$ cat config.mk
export PLATFORM = sky130hd
export DESIGN_NAME = pwm_multi
export DESIGN_NICKNAME = d
export VERILOG_FILES = /design/src/rtl/pwm_pkg.sv /design/src/rtl/pwm_prescaler.sv /design/src/rtl/pwm_multi.sv
export SDC_FILE = /design/constraint.sdc
export NUM_CORES = 1
export LEC_CHECK = 0
export ABC_AREA = 1
export CORE_MARGIN = 2
export CORE_UTILIZATION = 45
export DETAILED_ROUTE_END_ITERATION = 7
export GPL_TIMING_DRIVEN = 0
export PLACE_DENSITY = 0.7
export SLEW_MARGIN = 10
export SYNTH_ARGS = -nofsm -noshare
export SYNTH_HDL_FRONTEND = slang
export SYNTH_SLANG_ARGS = --single-unit
$ cat constraint.sdc
create_clock -name clk_i -period 4.55 [get_ports clk_i]
set_clock_uncertainty 0.2 [all_clocks]
set_input_delay 0.455 -clock clk_i [delete_from_list [all_inputs] [get_ports clk_i]]
set_output_delay 0.455 -clock clk_i [all_outputs]
set_load 0.1 [all_outputs]
$ cat src/rtl/pwm_pkg.sv
// Shared types and width helpers for the multi-channel PWM block.
package pwm_pkg;

  typedef enum logic {
    PWM_EDGE,
    PWM_CENTER
  } pwm_mode_e;

  // Width of the period counter for a given modulus.
  function automatic int unsigned pwm_cnt_w(input int unsigned top);
    return $clog2(top);
  endfunction

  // Duty width: one extra bit so that a value >= TOP (100 %) is expressible.
  function automatic int unsigned pwm_duty_w(input int unsigned top);
    return $clog2(top) + 1;
  endfunction

  // $clog2 clamped to at least one bit, for selects over a count of n items.
  function automatic int unsigned pwm_min1_w(input int unsigned n);
    return (n <= 1) ? 1 : $clog2(n);
  endfunction

endpackage

$ cat src/rtl/pwm_prescaler.sv
// Tick generator: pulses tick_o once every PREDIV clocks; clr_i holds it at phase 0.
module pwm_prescaler
  import pwm_pkg::*;
#(
  parameter int unsigned PREDIV = 2
) (
  input  logic clk_i,
  input  logic rst_i,
  input  logic clr_i,
  output logic tick_o
);

  localparam int unsigned W = pwm_min1_w(PREDIV);
  localparam logic [W-1:0] Last = W'(PREDIV - 1);

  logic [W-1:0] cnt_q, cnt_d;

  assign tick_o = !clr_i && (cnt_q == Last);

  // Wrap at PREDIV-1; a clear restarts the phase so the first tick is PREDIV clocks away.
  always_comb begin
    cnt_d = cnt_q + W'(1);
    if (clr_i || (cnt_q == Last)) begin
      cnt_d = '0;
    end
  end

  // Phase register.
  always_ff @(posedge clk_i or posedge rst_i) begin
    if (rst_i) begin
      cnt_q <= '0;
    end else begin
      cnt_q <= cnt_d;
    end
  end

endmodule

$ cat src/rtl/pwm_multi.sv
// Multi-channel PWM: shared prescaler and period counter, double-buffered per-channel
// duty, per-channel polarity. Define PWM_CENTER_ALIGN_EN to enable center-aligned mode.
module pwm_multi
  import pwm_pkg::*;
#(
  parameter int unsigned   CH     = 4,
  parameter int unsigned   TOP    = 1024,
  parameter int unsigned   PREDIV = 2,
  parameter logic [CH-1:0] POL    = '0
) (
  input  logic                        clk_i,
  input  logic                        rst_i,
  input  logic                        enable_i,
  input  logic                        center_i,
  input  logic                        wr_en_i,
  input  logic [pwm_min1_w(CH)-1:0]   wr_ch_i,
  input  logic [pwm_duty_w(TOP)-1:0]  wr_duty_i,
  output logic [CH-1:0]               out_o,
  output logic                        period_start_o
);

  localparam int unsigned CW = pwm_cnt_w(TOP);
  localparam int unsigned DW = pwm_duty_w(TOP);
  localparam logic [CW-1:0] CntMax = CW'(TOP - 1);

  logic          tick;
  logic          boundary;
  logic [CW-1:0] cnt_q, cnt_d;
  logic [DW-1:0] shadow_q [CH];
  logic [DW-1:0] shadow_d [CH];
  logic [DW-1:0] active_q [CH];
  logic [DW-1:0] active_d [CH];
  logic          bnd_q, ps_q;
  logic [CH-1:0] raw, out_q, out_d;

  pwm_prescaler #(
    .PREDIV(PREDIV)
  ) u_prescaler (
    .clk_i (clk_i),
    .rst_i (rst_i),
    .clr_i (!enable_i),
    .tick_o(tick)
  );

`ifdef PWM_CENTER_ALIGN_EN
  logic      dir_q, dir_d;  // 1 = counting down
  pwm_mode_e mode_q, mode_d;

  // Direction and latched mode.
  always_ff @(posedge clk_i or posedge rst_i) begin
    if (rst_i) begin
      dir_q  <= 1'b0;
      mode_q <= PWM_EDGE;
    end else begin
      dir_q  <= dir_d;
      mode_q <= mode_d;
    end
  end
`else
  logic unused_center;
  assign unused_center = center_i;
`endif

  // Period counter next state and boundary detection.
  always_comb begin
    cnt_d    = cnt_q;
    boundary = 1'b0;
`ifdef PWM_CENTER_ALIGN_EN
    dir_d    = dir_q;
    mode_d   = mode_q;
`endif
    if (!enable_i) begin
      cnt_d = '0;
`ifdef PWM_CENTER_ALIGN_EN
      dir_d  = 1'b0;
      mode_d = center_i ? PWM_CENTER : PWM_EDGE;
`endif
    end else if (tick) begin
`ifdef PWM_CENTER_ALIGN_EN
      // Endpoints hold for two ticks: the turn-around tick only flips direction.
      if (mode_q == PWM_CENTER) begin
        if (!dir_q) begin
          if (cnt_q == CntMax) begin
            dir_d = 1'b1;
          end else begin
            cnt_d = cnt_q + CW'(1);
          end
        end else if (cnt_q == '0) begin
          dir_d    = 1'b0;
          boundary = 1'b1;
        end else begin
          cnt_d = cnt_q - CW'(1);
        end
      end else
`endif
      begin
        if (cnt_q == CntMax) begin
          cnt_d    = '0;
          boundary = 1'b1;
        end else begin
          cnt_d = cnt_q + CW'(1);
        end
      end
`ifdef PWM_CENTER_ALIGN_EN
      if (boundary) begin
        mode_d = center_i ? PWM_CENTER : PWM_EDGE;
      end
`endif
    end
  end

  // Duty buffers: a boundary takes the pre-write shadow; while stopped, track writes directly.
  always_comb begin
    shadow_d = shadow_q;
    if (wr_en_i && (32'(wr_ch_i) < CH)) begin
      shadow_d[wr_ch_i] = wr_duty_i;
    end
    active_d = active_q;
    if (!enable_i) begin
      active_d = shadow_d;
    end else if (boundary) begin
      active_d = shadow_q;
    end
  end

  for (genvar i = 0; i < CH; i++) begin : g_ch
    assign raw[i] = ({1'b0, cnt_q} < active_q[i]);
  end

  assign out_d          = enable_i ? (raw ^ POL) : POL;
  assign out_o          = out_q;
  assign period_start_o = ps_q;

  // Counter, duty buffers and registered outputs.
  always_ff @(posedge clk_i or posedge rst_i) begin
    if (rst_i) begin
      cnt_q <= '0;
      bnd_q <= 1'b0;
      ps_q  <= 1'b0;
      out_q <= POL;
      for (int i = 0; i < CH; i++) begin
        shadow_q[i] <= '0;
        active_q[i] <= '0;
      end
    end else begin
      cnt_q    <= cnt_d;
      bnd_q    <= boundary;
      // Delayed one clock so the pulse lines up with the first output of the new period.
      ps_q     <= enable_i & bnd_q;
      out_q    <= out_d;
      shadow_q <= shadow_d;
      active_q <= active_d;
    end
  end

endmodule
# Word level (Yosys, flattened, before mapping)

Cells that the tools add are included.

Bitwise gates (word level): 2
$add $sub $neg: 2
Reduce and logical (&&, ||, !) cells: 4
Eq/ne operators: 3
Order comparisons: 6
Mux-type cells: 14

Operator list:

| cell                  | count |
|---|---|
| $mux 44               | 3 |
| $bwmux 44             | 1 |
| $lt 10x11->1          | 4 |
| $mux 10               | 3 |
| $demux 11 s2          | 1 |
| $mux 11               | 1 |
| $add 10x1->10 const B | 1 |
| $eq 10x10->1 const B  | 1 |
| $mux 1                | 4 |
| $mux 4                | 1 |
| $ne 2x1->1 const B    | 2 |
| $ge 3x3->1 const B    | 1 |
| $lt 3x1->1 const B    | 1 |
| $not 2->3             | 1 |
| $logic_and 1x1->1     | 2 |
| $add 1x1->1 const B   | 1 |
| $and 1x1->1           | 1 |
| $logic_not 1->1       | 1 |
| $logic_or 1x1->1      | 1 |

Bits of input ports: 18
Output and inout port bits: 5
Register bits after elaboration: 105

# Longest topological paths before layout

Gate-level depths: netlist of run 1.

Depth after elaboration: 8
Mapped depth: 9
Depth with buffers taken out: 9

# Cells and area by module

A second synthesis of run 1 with hierarchy kept.

Cell total of the unflattened synthesis: 817
Area, all modules: 6115.9 um^2

Modules (own cells, without submodules):

| module        | area an instance (um^2) | sequential area each (um^2) | times used | cells an instance |
|---|---|---|---|---|
| pwm_multi     | 6073.3                  | 2602.5                      | 1          | 812 |
| pwm_prescaler | 42.5                    | 25.0                        | 1          | 5 |

# Worst setup path before layout of run 1

OpenSTA, ideal clock, no wires.

Kind: reg2reg
Start: register cnt_q[1]
End: register active_q[11] in the netlist's numbering
Data required time: 4.233 ns
Slack: 2.845 ns
Setup time: 0.117 ns
Path buffers: 1
Arrival time: 1.389 ns
Cell stages (with the launch flop): 8
Path through: dfrtp_1 ha_1 nand2_1 nor2_2 nand4_4 buf_2 nand3_1 nand2_1

Cells in the longest elaborated chain, start to end: 5

RTL lines:

| what                        | RTL line         | RTL |
|---|---|---|
| start, declared             | pwm_multi.sv:28  | `logic [CW-1:0] cnt_q, cnt_d;` |
| start signal, assigned      | pwm_multi.sv:146 | `cnt_q <= cnt_d;` |
| $eq 10x10->1                | pwm_multi.sv:97  | `if (cnt_q == CntMax) begin` |
| $mux 1                      | pwm_multi.sv:97  |  |
| $mux 1                      | pwm_multi.sv:78  | `end else if (tick) begin` |
| $mux 1                      | pwm_multi.sv:72  | `if (!enable_i) begin` |
| $ne 2x1->1 (no source line) | n/a              |  |
| end signal, assigned        | pwm_multi.sv:152 | `active_q <= active_d;` |
| end, declared               | pwm_multi.sv:31  | `logic [DW-1:0] active_q [CH];` |

Every way passes these cells.
A chain may end at the register's enable or synchronous reset.

# Final worst setup path of run 1

Start: register out_q[0], in the netlist out_o[0]
End: output out_o[0]

RTL lines:

| what                   | RTL line         | RTL |
|---|---|---|
| start, declared        | pwm_multi.sv:34  | `logic [CH-1:0] raw, out_q, out_d;` |
| start signal, assigned | pwm_multi.sv:150 | `out_q <= out_d;` |
| end, declared          | pwm_multi.sv:18  | `output logic [CH-1:0] out_o,` |

No word-level cell between the ends.

==> impl_metrics.toml, run 1 <==
[run_status]
status = "complete, no violations"

[detailed_routing]
drt-total-wl_um = 14800
remaining_drc_errors = 0
drt_iter0_markers = 280
drt_first_pass_iters = 5
num_vias = 5144
ant_nets = 0
wire_per_inst_um = 13.9
viasPerCell = 4.83

[clock_network]
clk_pin_slew_worst_paths_ns = 0.07
cts.sinks = 105
cts-hold-fix-buffers = 0
cts_max_level = 3
cts_tree = "built"
cts-resized-gates = 0
cts_setup_buffers = 0
cts_buffer_depth = 2
clk_latency_ns = 0.35
cts_root_buf = "clkbuf_16"
cts_inserted_buffers = 9

[global_route]
grt.overflow.total = 0
grt_max_degree = 71
groute.usage.overall_pct = 21.5
antenna_found_initial = 0
grt_pass1_wl_um = 24400
grt_pass1_vias = 4814

[yosys]
yosysSeqAreaShare_pct = 42.3
synth_area_um2 = 6220
syn_avg_cell_area_um2 = 7.27
syn_nets = 910
synth_cells = 855
synth-seq-cells = 105
yosysUniqueCellTypes = 24
ys_warn_count = 0

[worst_setup_path]
path_cells = "clkdlybuf4s50_1"
crit_buf_inv = 1
cp-start-kind = "flip-flop"
arrival_ns = 1.80
critPathTopFamily = "buffers and inverters"
required_ns = 3.89
cp_max_fo = 1
cp_slowest_cell = "clkdlybuf4s50_1"
crit_type = "flip-flop to primary output"
endpoint_kind = "primary output"
cpPeakStageDelay_ns = 1.12

[finish]
finalNetCount = 940
drive_gt1_share_pct = 4.72
n_fill_cell = 1317
design_area_um2 = 6970
final_cell_mix = "nand2_1, nand3_1, inv_1"
regArea_um2 = 2630
final_util_pct = 52.2
finalNonFillerCells = 1066
multi_input_area_um2 = 2940
diodes = 0
syn_to_final_growth_pct = 12.1
final_common_cell = "nand2_1"

[placed_design]
io_buffers = 18
dp.final_hpwl_um = 10700
place_area_um2 = 6650
gp_congestion = 0.847
placedCellCount = 1050
dpl_worst_slack_ns = 1.94

[timing]
fin_crit_sh_pct = 53.9
slew_headroom_pct = 35.7
drv_slew = 0
finalSetupViolCount = 0
period_minus_slack_ns = 2.45
hold_viol = 0
rsz0062_at_grt = "no"
finalWorstSetupSlack_ns = 2.10
fmax_ghz = 0.408
worstMarginPinSlew_ns = 0.962
hold_ws_ns = 0.244

[die]
io-pin-count = 23
fp-row-count = 42
die_x_um = 122
die_area_um2 = 14800
start_util_pct = 46.6
core_um2 = 13300
dieHeight_um = 122

[power_and_ir_drop]
p_int_uw = 1740
peakVddDrop_mv = 0.239
power_frac_clock_pct = 34.5
p_switching_uw = 711
p_comb_share_pct = 19.6
pwr_density_cell_nw_per_um2 = 351
seq_power_share_pct = 45.9
leakagePower_uw = 0.00382
netSwitchingFraction_pct = 29.1

[min_path]
hp-class = "flip-flop to flip-flop"

[flow_run]
cap_violations = 0
## worst reg2reg max path: cells and delay by family (launching register included)
kind | cells | cell delay [ns]
adders and majority gates | 1 | 0.28
buffers and inverters | 1 | 0.15
DFF | 1 | 0.54
and+or+nand+nor | 6 | 0.86
## state kept, by name, indices dropped and copies added, names as in the netlist
register	cells
bnd_q	1
u_prescaler.cnt_q	1
shadow_q	44
active_q	44
cnt_q	10
period_start_o	1
out_o	4
## synthesized netlist by cell type
cell type  instances  area, um^2
nand2_1          302        1130
nand3_1          127         636
inv_1            119         447
dfrtp_1          105        2630
and2_1            44         275
ha_1              37         463
nor2_1            23        86.3
a21oi_1           16        80.1
o21ai_0           16        80.1
buf_2             14        70.1
nand4_1           12        75.1
buf_1             10        37.5
clkbuf_1          10        37.5
buf_6              4        45.0
nor3_1             4        20.0
nor2_2             3        18.8
xor2_1             2        17.5
a21boi_0           1        7.51
buf_4              1        7.51
inv_2              1        3.75
nand2_4            1        11.3
nand4_4            1        21.3
o21bai_1           1        7.51
xnor2_1            1        8.76
## final timing paths
check / from / to / slack, ns / cells past startpoint
worst max-delay path: out_o[0] / out_o[0] / 2.10 / 1
worst min-delay path: bnd_q / period_start_o / 0.24 / 2
worst max register to register: cnt_q[1] / active_q[24] / 2.46 / 8
worst min register to register: bnd_q / period_start_o / 0.24 / 2
max in group asynchronous: rst_i / shadow_q[36] / 3.23 / 3
min in group asynchronous: rst_i / active_q[15] / 0.27 / 2
## power groups by stage
stage	registers, uW	logic (uW)	clock network, uW
2_1_floorplan	1140	348	0
3_3_place_gp	1140	462	0
3_5_place_dp	1140	476	0
4_1_cts	1120	480	867
5_1_grt	1140	558	895
6_report	1120	480	845
## layout make-up
| cell class | count | area share (%) |
|---|---|---|
| buffer | 39 | 2.84 |
| clock buffer | 11 | 3.48 |
| clock inverter | 5 | 1.13 |
| inverter | 120 | 6.53 |
| multi-input combinational | 591 | 42.2 |
| sequential | 105 | 37.7 |
| tap | 176 | 3.16 |
| timing repair buffer | 19 | 2.98 |
## kinds of logic (layout without fill, tap and decap cells)
kind of cell,after synthesis,count (layout),synth area share (%)
flip-flops,105,105,42.3
XOR/XNOR,3,3,0.423
buffers and inverters,159,194,10.4
AND/OR/NAND/NOR,517,517,36.6
adder cells (fa/ha/maj),37,37,7.45
AO/OA/AOI/OAI,34,34,2.82
## layer usage
metal,global-route usage [%],wire (um),up-vias
met2,33.1,6490,99
met5,0,0,-
met3,4.78,632,12
li1,-,-,2726
met1,30.9,7440,2307
met4,5.53,208,0
## through the flow
| step | setup TNS, ns | total power [uW] |
|---|---|---|
| floorplan | 0 | 1490 |
| global placement | -64.13 | 1600 |
| detailed placement | 0 | 1620 |
| CTS | 0 | 2470 |
| global route | 0 | 2590 |
| finish | 0 | 2450 |
No activity file was read; power rests on OpenSTA's default activity.
==> inputs of run 2 (changes only) <==
- PLACE_DENSITY: 0.7 -> 0.72
- clock period: 4.55 -> 2 ns (I/O delays scaled with it)
==> run 2 against run 1 <==
Clock power increased by 150%. Routed wire length is 2.8% higher. Global-route usage rose by 0.70 points. Core utilization is 0.94 points higher. Critical path type unchanged. Highest routed layer unchanged.
==> impl_metrics.toml, run 2 (synthesis gave the netlist of run 1 again) <==
[run_status]
status = "complete, no violations"

[finish]
final_cell_mix = "nand2_1, nand3_1, inv_1"
n_fill_cell = 1318
syn_to_final_growth_pct = 14.1
diodes = 0
final_util_pct = 53.2
drive_gt1_share_pct = 6.67
top_regs = "active_q: 44 flops, shadow_q: 44 flops, cnt_q: 10 flops"
final_common_cell = "nand2_1"
finalNetCount = 949

[worst_setup_path]
cpPeakStageDelay_ns = 0.85
path_cells = "dlygate4sd2_1"
arrival_ns = 1.52
crit_type = "flip-flop to primary output"
critPathTopFamily = "buffers and inverters"
required_ns = 1.60
cp-start-kind = "flip-flop"
cp_slowest_cell = "dlygate4sd2_1"
endpoint_kind = "primary output"
crit_buf_inv = 1
cp_max_fo = 1

[global_route]
grt_pass1_wl_um = 25200
grt_pass1_vias = 5064
grt_max_degree = 33
grt.overflow.total = 0
groute.usage.overall_pct = 22.2
antenna_found_initial = 0

[power_and_ir_drop]
leakagePower_uw = 0.00388
peakVddDrop_mv = 0.474
total_power_uw = 5760
pwr_density_cell_nw_per_um2 = 811

[clock_network]
cts-hold-fix-buffers = 0
cts_root_buf = "clkbuf_16"
cts_inserted_buffers = 9
cts_tree = "built"
cts_max_level = 3
cts_buffer_depth = 2
clk_pin_slew_worst_paths_ns = 0.07
clk_latency_ns = 0.36
cts.sinks = 105

[detailed_routing]
ant_nets = 0
drt_iter0_markers = 441
num_vias = 5332
drt-total-wl_um = 15200
remaining_drc_errors = 0
drt_first_pass_iters = 5
wire_per_inst_um = 14.1
viasPerCell = 4.96

[timing]
drv_slew = 0
setup_tns_ns = 0
period_minus_slack_ns = 1.92
finalSetupViolCount = 0
worstMarginPinSlew_ns = 0.960
slew_headroom_pct = 36.3
fin_crit_sh_pct = 96.0
hold_viol = 0
fmax_ghz = 0.521
finalWorstSetupSlack_ns = 0.0802

[placed_design]
dpl_worst_slack_ns = -0.324
dp.final_hpwl_um = 11100
io_buffers = 18
gp_congestion = 0.852

[min_path]
hp-class = "input port to asynchronous set/reset pin"

[die]
io-pin-count = 23
fp-row-count = 42
core_um2 = 13300
dieHeight_um = 122
die_x_um = 122
start_util_pct = 46.6
die_area_um2 = 14800

[flow_run]
cap_violations = 0
## run 2: cell types whose count changed in the layout (fill, tap and decap cells not counted), sizes merged, moves of 2 or more
cell and delta:
buf +9, clkdlybuf4s50 -5, clkinvlp +2, dlygate4sd2 +5
## run 2: through the flow
| stage | cell area, um^2 | hold slack, ns | cells |
|---|---|---|---|
| floorplan | 6220 | 0.213 | 855 |
| finish | 7100 | 0.0340 | 1075 |
| CTS | 7030 | 0.0465 | 1068 |
| global route | 7100 | 0.0668 | 1075 |
| detailed placement | 6680 | 0.297 | 1052 |
| global placement | 6620 | 0.291 | 1049 |
## run 2: cell type report
type	count	area [um^2]	share of cell area, %
Buffer	38	194	2.73
Clock buffer	10	239	3.37
Clock inverter	6	115	1.62
Inverter	120	454	6.40
Multi-Input combinational cell	591	2950	41.5
Sequential cell	105	2640	37.1
Tap cell	176	220	3.10
Timing Repair Buffer	29	292	4.11
## run 2: final timing paths
| check | slack [ns] | to | cells after the start | startpoint |
|---|---|---|---|---|
| setup / recovery | 0.08 | out_o[0] | 1 | out_o[0] |
| hold / removal | 0.03 | cnt_q[0] | 2 | rst_i |
| setup reg to reg | 0.10 | active_q[42] | 8 | cnt_q[0] |
| hold reg to reg | 0.31 | active_q[7] | 2 | active_q[7] |
| max in group asynchronous | 0.60 | shadow_q[33] | 5 | rst_i |
| min in group clk_i | 0.06 | shadow_q[10] | 3 | wr_en_i |
## run 2: per-layer routing
metal	wire [um]	vias to the layer above	global-route usage, %
li1	-	2727	-
met1	7510	2446	32.1
met2	6690	137	34.0
met3	683	22	4.40
met4	301	0	6.68
met5	0	-	0
## run 2: report_power, final
part           switching [uW]  internal [uW]  leakage (uW)
logic                     680            423       0.00250
registers                 154           2400       0.00121
clock network             836           1260      0.000169
total                    1670           4090       0.00388
## run 2: timing repair
action                                 in CTS  in global routing
gates resized for setup                     8                  5
setup endpoints to repair                  47                 45
buffers inserted                            0                  8
endpoints found under the hold margin       0                  0
pin swaps                                   0                  2
==> inputs of run 3 (changes only) <==
- HOLD_SLACK_MARGIN: default -> 0.15
- MAX_ROUTING_LAYER: default -> met4
==> run 3 against run 2 <==
Clock power barely moved. Core utilization is 0.48 points higher. Largest cell class unchanged. First-iteration DRC count rose by 7.0%. Design area up 0.90%. Die area unchanged. Power is 0.49% higher. Worst hold slack gained 0.27 ns. Critical path depth did not move. Flip-flop and latch count is the same.
==> impl_metrics.toml, run 3 (synthesis gave the netlist of run 1 again) <==
[timing]
period_minus_slack_ns = 1.93
drv_slew = 0
hold_ws_ns = 0.303
fin_crit_sh_pct = 96.3
finalSetupViolCount = 0
worstMarginPinSlew_ns = 0.991
fmax_ghz = 0.519
hold_viol = 0
slew_headroom_pct = 34.0

[finish]
n_fill_cell = 1312
syn_to_final_growth_pct = 15.2
regArea_um2 = 2640
finalNonFillerCells = 1081
drive_gt1_share_pct = 6.74
final_cell_mix = "nand2_1, nand3_1, inv_1"
design_area_um2 = 7160
finalNetCount = 955
top_regs = "active_q: 44 flops, shadow_q: 44 flops, cnt_q: 10 flops"
final_common_cell = "nand2_1"
multi_input_area_um2 = 2950
diodes = 0

[flow_run]
cap_violations = 0

[worst_setup_path]
cp_max_fo = 1
arrival_ns = 1.53
required_ns = 1.60
cpPeakStageDelay_ns = 0.85
cp_slowest_cell = "dlygate4sd2_1"
cp-start-kind = "flip-flop"
crit_type = "flip-flop to primary output"
reg2reg_slack_ns = 0.11
path_cells = "dlygate4sd2_1"
critPathTopFamily = "buffers and inverters"
crit_buf_inv = 1
endpoint_kind = "primary output"

[global_route]
grt_pass1_vias = 5106
grt-busiest-layer = "met2"
groute.usage.overall_pct = 22.9
grtUsageMet1_pct = 32.0
antenna_found_initial = 0
grt.overflow.total = 0
grt_pass1_wl_um = 25300
grt_max_degree = 33
grt.met2_usage_pct = 34.2
grt_use_met3_pct = 4.40

[detailed_routing]
num_vias = 5362
remaining_drc_errors = 0
ant_nets = 0
drt-total-wl_um = 15400
viasPerCell = 4.96
drt_iter0_markers = 472
wire_per_inst_um = 14.2
drt_first_pass_iters = 5

[placed_design]
gp_congestion = 0.865
place_area_um2 = 6680
dp.final_hpwl_um = 11100
io_buffers = 18
placedCellCount = 1052

[die]
io-pin-count = 23
start_util_pct = 46.6
die_x_um = 122
fp-row-count = 42
core_um2 = 13300
die_area_um2 = 14800
dieHeight_um = 122

[run_status]
status = "complete, no violations"

[clock_network]
clk_latency_ns = 0.36
cts_tree = "built"
cts_max_level = 3
cts.sinks = 105
cts_root_buf = "clkbuf_16"
cts_inserted_buffers = 9
clk_pin_slew_worst_paths_ns = 0.08
cts_buffer_depth = 2

[power_and_ir_drop]
peakVddDrop_mv = 0.481
leakagePower_uw = 0.00391
total_power_uw = 5790
pwr_density_cell_nw_per_um2 = 808

[min_path]
hp-class = "flip-flop to flip-flop"
==> run 3: layout make-up <==
cell class | instances | share of cell area (%)
Multi-Input combinational cell | 591 | 41.1
Sequential cell | 105 | 36.8
Inverter | 120 | 6.34
Timing Repair Buffer | 35 | 4.94
Clock buffer | 10 | 3.34
Tap cell | 176 | 3.08
Buffer | 38 | 2.73
Clock inverter | 6 | 1.61
==> run 3: stage by stage <==
stage / setup TNS [ns] / setup slack, ns / utilization [%]
finish: 0 / 0.0742 / 53.6
global route: -0.0475 / -0.0268 / 53.6
CTS: 0 / 0.000885 / 53.1
detailed placement: -5.90 / -0.324 / 50.1
global placement: -89.29 / -0.807 / 49.6
floorplan: 0 / 0.295 / -
==> run 3: worst paths after layout <==
| check | depth (start not counted) | endpoint | start |
|---|---|---|---|
| setup / recovery | 1 | out_o[0] | out_o[0] |
| hold / removal | 2 | period_start_o | bnd_q |
| setup reg to reg | 8 | active_q[42] | cnt_q[0] |
| hold reg to reg | 2 | period_start_o | bnd_q |
| max in group asynchronous | 6 | shadow_q[38] | rst_i |
| min in group asynchronous | 3 | u_prescaler.cnt_q | rst_i |
==> run 3: layer usage <==
layer | share of wire (%) | up-vias
li1 | - | 2742
met3 | 4.9 | 21
met1 | 49 | 2460
met5 | 0 | -
met4 | 1.7 | 0
met2 | 44 | 139
==> run 3: where the power goes <==
group / internal [uW] / switching, uW / total, uW
logic: 431 / 684 / 1110
clock network: 1260 / 852 / 2120
registers: 2400 / 154 / 2560
total: 4100 / 1690 / 5790
==> run 3: repair_timing <==
item	in CTS	in global routing
pin swaps	0	2
resized for setup	8	7
endpoints found under the setup margin	47	66
hold endpoints to repair	26	0
buffers inserted	0	8
hold buffers	6	0
